`src/rtl/twiddle_addr_gen_if.sv`:
```
// twiddle_addr_gen_if: sample handshake and twiddle address bus
interface twiddle_addr_gen_if #(parameter int ADDR_W = 6);
   logic              start;
   logic              valid_in;
   logic              inverse;
   logic [ADDR_W-1:0] twiddle_addr;
   logic              addr_valid;
   logic              conj;
   logic              frame_done;
   logic              busy;
   logic              protocol_err;
   modport master (output start, valid_in, inverse,
                   input twiddle_addr, addr_valid, conj, frame_done, busy, protocol_err);
   modport slave  (input start, valid_in, inverse,
                   output twiddle_addr, addr_valid, conj, frame_done, busy, protocol_err);
endinterface

```
`src/rtl/twiddle_addr_gen.sv`:
```
// twiddle_addr_gen: per-sample twiddle ROM address generator for one FFT stage
module twiddle_addr_gen #(
   parameter int NFFT       = 64,
   parameter int SPAN_LOG2  = 6,
   parameter bit MIRROR_INV = 1
) (
   input logic             clk,
   input logic             rst,
   twiddle_addr_gen_if.slave bus
);
   localparam int ADDR_W = $clog2(NFFT);
   localparam int SHIFT  = ADDR_W - SPAN_LOG2;
   localparam logic [ADDR_W-1:0] MASK = ADDR_W'((1 << SPAN_LOG2) - 1);
   localparam logic [ADDR_W-1:0] HALF = ADDR_W'((1 << SPAN_LOG2) / 2);
   localparam logic [ADDR_W-1:0] LAST = ADDR_W'(NFFT - 1);
   typedef enum logic {IDLE, RUN} state_t;
   state_t            state_q;
   logic [ADDR_W-1:0] cnt_q, addr_q, n_d, j_d, base_d, addr_d;
   logic              inv_q, valid_q, conj_q, done_q, err_q;
   logic              acc_d, last_d, inv_d, conj_d;
   // index of the sample accepted this cycle and its twiddle address
   always_comb begin
      acc_d  = bus.valid_in && (state_q == RUN || bus.start);
      n_d    = state_q == IDLE ? '0 : cnt_q;
      inv_d  = state_q == IDLE ? bus.inverse : inv_q;
      last_d = n_d == LAST;
      j_d    = n_d & MASK;
      base_d = j_d < HALF ? '0 : (j_d - HALF) << SHIFT;
      addr_d = (inv_d && MIRROR_INV) ? ADDR_W'('0 - base_d) : base_d;
      conj_d = inv_d && !MIRROR_INV;
   end
   // frame FSM with registered address outputs
   always_ff @(posedge clk or posedge rst) begin
      if (rst) begin
         state_q <= IDLE;
         cnt_q   <= '0;
         inv_q   <= 1'b0;
         addr_q  <= '0;
         valid_q <= 1'b0;
         conj_q  <= 1'b0;
         done_q  <= 1'b0;
         err_q   <= 1'b0;
      end else begin
         valid_q <= acc_d;
         done_q  <= acc_d && last_d;
         if (acc_d) begin
            addr_q  <= addr_d;
            conj_q  <= conj_d;
            inv_q   <= inv_d;
            state_q <= last_d ? IDLE : RUN;
            cnt_q   <= last_d ? '0 : n_d + 1'b1;
            if (state_q == RUN && bus.start) err_q <= 1'b1;
         end
      end
   end
   assign bus.twiddle_addr = addr_q;
   assign bus.addr_valid   = valid_q;
   assign bus.conj         = conj_q;
   assign bus.frame_done   = done_q;
   assign bus.busy         = state_q == RUN;
   assign bus.protocol_err = err_q;
endmodule

```
`src/flat_wrapper.sv`:
```
// flat-port wrapper written by rule: the top's interface ports become plain ports
module twiddle_addr_gen_flat 
#(
   parameter int NFFT       = 64,
   parameter int SPAN_LOG2  = 6,
   parameter bit MIRROR_INV = 1
)
  (clk, rst, bus_start, bus_valid_in, bus_inverse, bus_twiddle_addr, bus_addr_valid, bus_conj, bus_frame_done, bus_busy, bus_protocol_err);
  twiddle_addr_gen_if #(.ADDR_W(6)) bus_i ();
  input logic clk;
  input logic rst;
  input wire logic [$bits(bus_i.start)-1:0] bus_start;
  input wire logic [$bits(bus_i.valid_in)-1:0] bus_valid_in;
  input wire logic [$bits(bus_i.inverse)-1:0] bus_inverse;
  output wire logic [$bits(bus_i.twiddle_addr)-1:0] bus_twiddle_addr;
  output wire logic [$bits(bus_i.addr_valid)-1:0] bus_addr_valid;
  output wire logic [$bits(bus_i.conj)-1:0] bus_conj;
  output wire logic [$bits(bus_i.frame_done)-1:0] bus_frame_done;
  output wire logic [$bits(bus_i.busy)-1:0] bus_busy;
  output wire logic [$bits(bus_i.protocol_err)-1:0] bus_protocol_err;
  assign bus_i.start = bus_start;
  assign bus_i.valid_in = bus_valid_in;
  assign bus_i.inverse = bus_inverse;
  assign bus_twiddle_addr = bus_i.twiddle_addr;
  assign bus_addr_valid = bus_i.addr_valid;
  assign bus_conj = bus_i.conj;
  assign bus_frame_done = bus_i.frame_done;
  assign bus_busy = bus_i.busy;
  assign bus_protocol_err = bus_i.protocol_err;
  twiddle_addr_gen #(.NFFT(NFFT), .SPAN_LOG2(SPAN_LOG2), .MIRROR_INV(MIRROR_INV)) u_core (.clk(clk), .rst(rst), .bus(bus_i));
endmodule
```
`config.mk`:
```
export PLATFORM = sky130hd
export DESIGN_NAME = twiddle_addr_gen_flat
export DESIGN_NICKNAME = d
export VERILOG_FILES = /design/src/rtl/twiddle_addr_gen_if.sv /design/src/rtl/twiddle_addr_gen.sv /design/src/flat_wrapper.sv
export SDC_FILE = /design/constraint.sdc
export NUM_CORES = 1
export LEC_CHECK = 0
export BUFFER_PORTS_ARGS = -buffer_cell sky130_fd_sc_hd__buf_2
export CAP_MARGIN = 30
export CORE_ASPECT_RATIO = 1.5
export CORE_MARGIN = 2
export CORE_UTILIZATION = 42
export CTS_BUF_LIST = sky130_fd_sc_hd__clkbuf_4 sky130_fd_sc_hd__clkbuf_8
export DETAILED_ROUTE_END_ITERATION = 12
export PLACE_DENSITY = 0.62
export SYNTH_ARGS = -nofsm -noshare
export SYNTH_HDL_FRONTEND = slang
export SYNTH_SLANG_ARGS = --single-unit
export TNS_END_PERCENT = 30
```
`constraint.sdc`:
```
create_clock -name clk -period 1.9 [get_ports clk]
set_input_delay 0.285 -clock clk [delete_from_list [all_inputs] [get_ports clk]]
set_output_delay 0.285 -clock clk [all_outputs]
set_load 0.05 [all_outputs]
```
==> results.md <==
* 43.4% — initial core utilization
* 866 um — routed length on met2
* compound AO/OA/AOI/OAI gates — dominant combinational cell family by area after synthesis
* 4 — first-pass iteration count of the detailed router
* met4 — uppermost signal routing layer after detailed routing
* 0% — area share of xor/xnor cells in the synthesized design
* 50 um — Met3 Routed Length
* flip-flops — Top delay family on crit path
* 21.9% — fraction of the mapped netlist area in compound gates
* 59.7 um — height of the die
* 0 — yosys synthesis warning count
* 9.77 sq um — average footprint of a synthesized cell
* register — element type at the critical path end
* 17 — number of clock sinks
* 427 sq um — Reg area
* no — setup repair after global routing missed its margin
* yes — TritonCTS clock tree
* 0 — Gates resized, CTS repair
* 0 ns — setup tns final
* 1.72 mm — Routed Wire Length
* 0.829 — gpl congestion
* 0 — post-CTS repair timing setup buffer count
* 0 — Antenna Diode Count
* dfrtp_1 — most common library cell in the layout ignoring fill and taps
* 11.9% — signed area change from the synthesized netlist to the final layout
* 48.9% — fraction of the yosys area taken by sequential cells
* 14.0 um — final routed wire length divided by cell count
* 943 sq um — Post-DP Area
* 0.458 nW — static power due to leakage
* 0.000754 V — Worst IR Drop VDD
* and2_1 -> nand2_1 -> ha_1 -> a2111o_1 -> o211ai_1 — Cell Chain, Critical Path
* 3 — Inserted Clock Buffers
* 0 — number of hold buffers added after cts
* 16 x dfrtp_1, 14 x buf_2, 10 x nand2_1, 5 x nor2_1 — commonest cells after routing, fill and taps aside
* 0.23 ns — flop-to-flop setup slack
* 1880 nW/um^2 — Power Density
* 5 — worst-case reg-to-reg path depth
* 0 — Max Transition Viols Final
* 16.6% — Global Route Usage Sum
* 2.75 mm — global-route wire length before repair
* 33 — number of unique standard cell types used by synthesis
* register — kind of launch point of the worst setup path
* 0 — number of max-cap violations
* 87.9% — Tcrit/Tclk final
* 870 sq um — Post-Synthesis Cell Area
* 0 — GR Overflow Total
* 89 — Cells after Synth
* 0 — number of nets still failing antenna checks after routing
* dfrtp_2 — Critical-path top delay cell
* 1.67 ns — Min Clock Period, post-route
* 0 — detailed-route DRC error count
* 25 — number of DRC violations after detailed-routing iteration 0
* clkbuf_4 — clock root cell
* 57.4% — slew margin rel.
* 0 — total setup violations reported at the end of the flow
* 13 — largest fanout on the critical path
* 5.75 — post-detailed-route via-to-cell ratio
* 0.638 ns — Worst Max-Slew Pin Slew
* u_core.bus.twiddle_addr[4] — terminus of the critical flop-to-flop path
* 17 — synthesized flop and latch total
* 108 — Layout Nets
* 1 — Max H-tree Level
* 0.51 ns — stage delay of the slowest cell on the critical path
* 15.7% — simple logic cell fraction of the synthesized area
* 2 — clk buf depth
* 2.11 ns — worst path required time
* 1.44% — adder-cell area share of the yosys netlist
* 973 sq um — Final Cell Area
* 0 — number of enable flip-flop cells after synthesis
* 2000 sq um — Floorplan Core Area
* 18 — largest net degree at the start of global routing
* 604 — vias in the first global route
* in2async — Worst Hold Class
* 2460 sq um — Die ar.
* 0.00430 ns — final clock skew
* 100% — fraction of registers with async set or reset after synthesis
* reg2reg — WS Path Type
* u_core.bus.busy — Critical R2R Launch
* 0 — CP bufs+invs
* 95 — number of nets in the synthesized netlist
* 1.83 mW — Total Power Consumption
* 20 — row count
* 1.88 ns — Critical Path AT
* dfrtp_1 — Synth Flop Type
* 25.7% — proportion of layout cells with a drive suffix above 1
* finished, final reports clean — outcome
* 210 — Filler Cells Inserted
* 41.2 um — die width
* 16 — I/O pins
* 0.10 ns — clock input transition at the sequential cells of the worst setup and hold paths
* 14 — PortBufs
* 397 sq um — area of the multi-input gates
* 0.29 ns — source-to-sink clock delay at the later pin of the worst-skew pair
* 784 um — detailed-routing wirelength on met1
* 6.19% — multiplexer area fraction after synthesis
* 0 — antenna violations before repair
* 5 — CP Depth
* 0 — number of failing hold endpoints at the final stage
* 1.22 mm — half-perimeter wire length after placement
* 599 MHz — Achievable Freq
* 707 — via count
sequential cells by signal (all words and copies together) (netlist names):
name	flops
u_core.inv_q	1
u_core.bus.busy	1
u_core.bus.addr_valid	1
u_core.bus.twiddle_addr	6
u_core.bus.frame_done	1
u_core.bus.protocol_err	1
u_core.cnt_q	6
report_power, final:
part           switching (mW)  total (mW)  internal [mW]
sequential              0.188       0.695          0.507
clock                   0.111       0.207         0.0958
combinational           0.597       0.930          0.333
total                   0.896        1.83          0.936
synthesized netlist by cell type, types with 2 or more instances:
cell | n | share of area (%)
dfrtp_1 | 17 | 49
o21ai_1 | 3 | 1.7
buf_2 | 2 | 1.2
a31oi_1 | 4 | 2.9
o211ai_1 | 4 | 3.5
a22o_1 | 2 | 2.0
and3_1 | 2 | 1.4
nor2_1 | 5 | 2.2
o21ai_0 | 4 | 2.3
inv_1 | 3 | 1.3
nor2b_1 | 3 | 2.2
a31o_2 | 2 | 2.0
a21oi_1 | 2 | 1.2
clkbuf_1 | 4 | 1.7
and4_1 | 2 | 2.0
nand2_1 | 10 | 4.3
mux2i_1 | 4 | 4.6
cell families (layout without fill, tap and decap cells):
logic type | count (synthesis) | count (layout)
AOI/OAI and AO/OA | 27 | 27
DFF | 17 | 17
and+or+nand+nor | 27 | 27
muxes | 5 | 5
other | 1 | 1
buffers and inverters | 11 | 23
adders and majority gates | 1 | 1
final cells by class:
cell class | count | area share [%]
Sequential cell | 17 | 43.8
Multi-Input combinational cell | 61 | 40.7
Timing Repair Buffer | 15 | 7.97
Clock buffer | 4 | 3.08
Tap cell | 22 | 2.83
Inverter | 4 | 1.54
worst max path at each step:
stage,from,to,slack [ns]
2_1_floorplan,u_core.bus.busy,u_core.bus.twiddle_addr[4],0.09
3_3_place_gp,u_core.bus.busy,u_core.bus.twiddle_addr[4],0.33
3_5_place_dp,u_core.bus.busy,u_core.bus.twiddle_addr[4],0.25
4_1_cts,u_core.bus.busy,u_core.bus.twiddle_addr[4],0.23
5_1_grt,u_core.bus.busy,u_core.bus.twiddle_addr[4],0.12
6_report,u_core.bus.busy,u_core.bus.twiddle_addr[4],0.23
metrics by stage:
| step | std cells | util [%] | hold slack, ns | setup slack [ns] |
|---|---|---|---|---|
| finish | 123 | 48.6 | 0.0648 | 0.231 |
| global placement | 119 | 47.1 | 0.395 | 0.331 |
| floorplan | 89 | - | 0.211 | 0.0948 |
| CTS | 123 | 48.6 | 0.0863 | 0.233 |
| global route | 123 | 48.6 | 0.135 | 0.117 |
| detailed placement | 119 | 47.1 | 0.407 | 0.255 |
metal layers:
layer | up-vias | GRT usage, %
met4 | 0 | 6.91
li1 | 344 | -
met3 | 2 | 3.35
met2 | 14 | 24.8
met5 | - | 0
met1 | 347 | 22.8
Note: power is estimated with default switching activity, not from simulation.
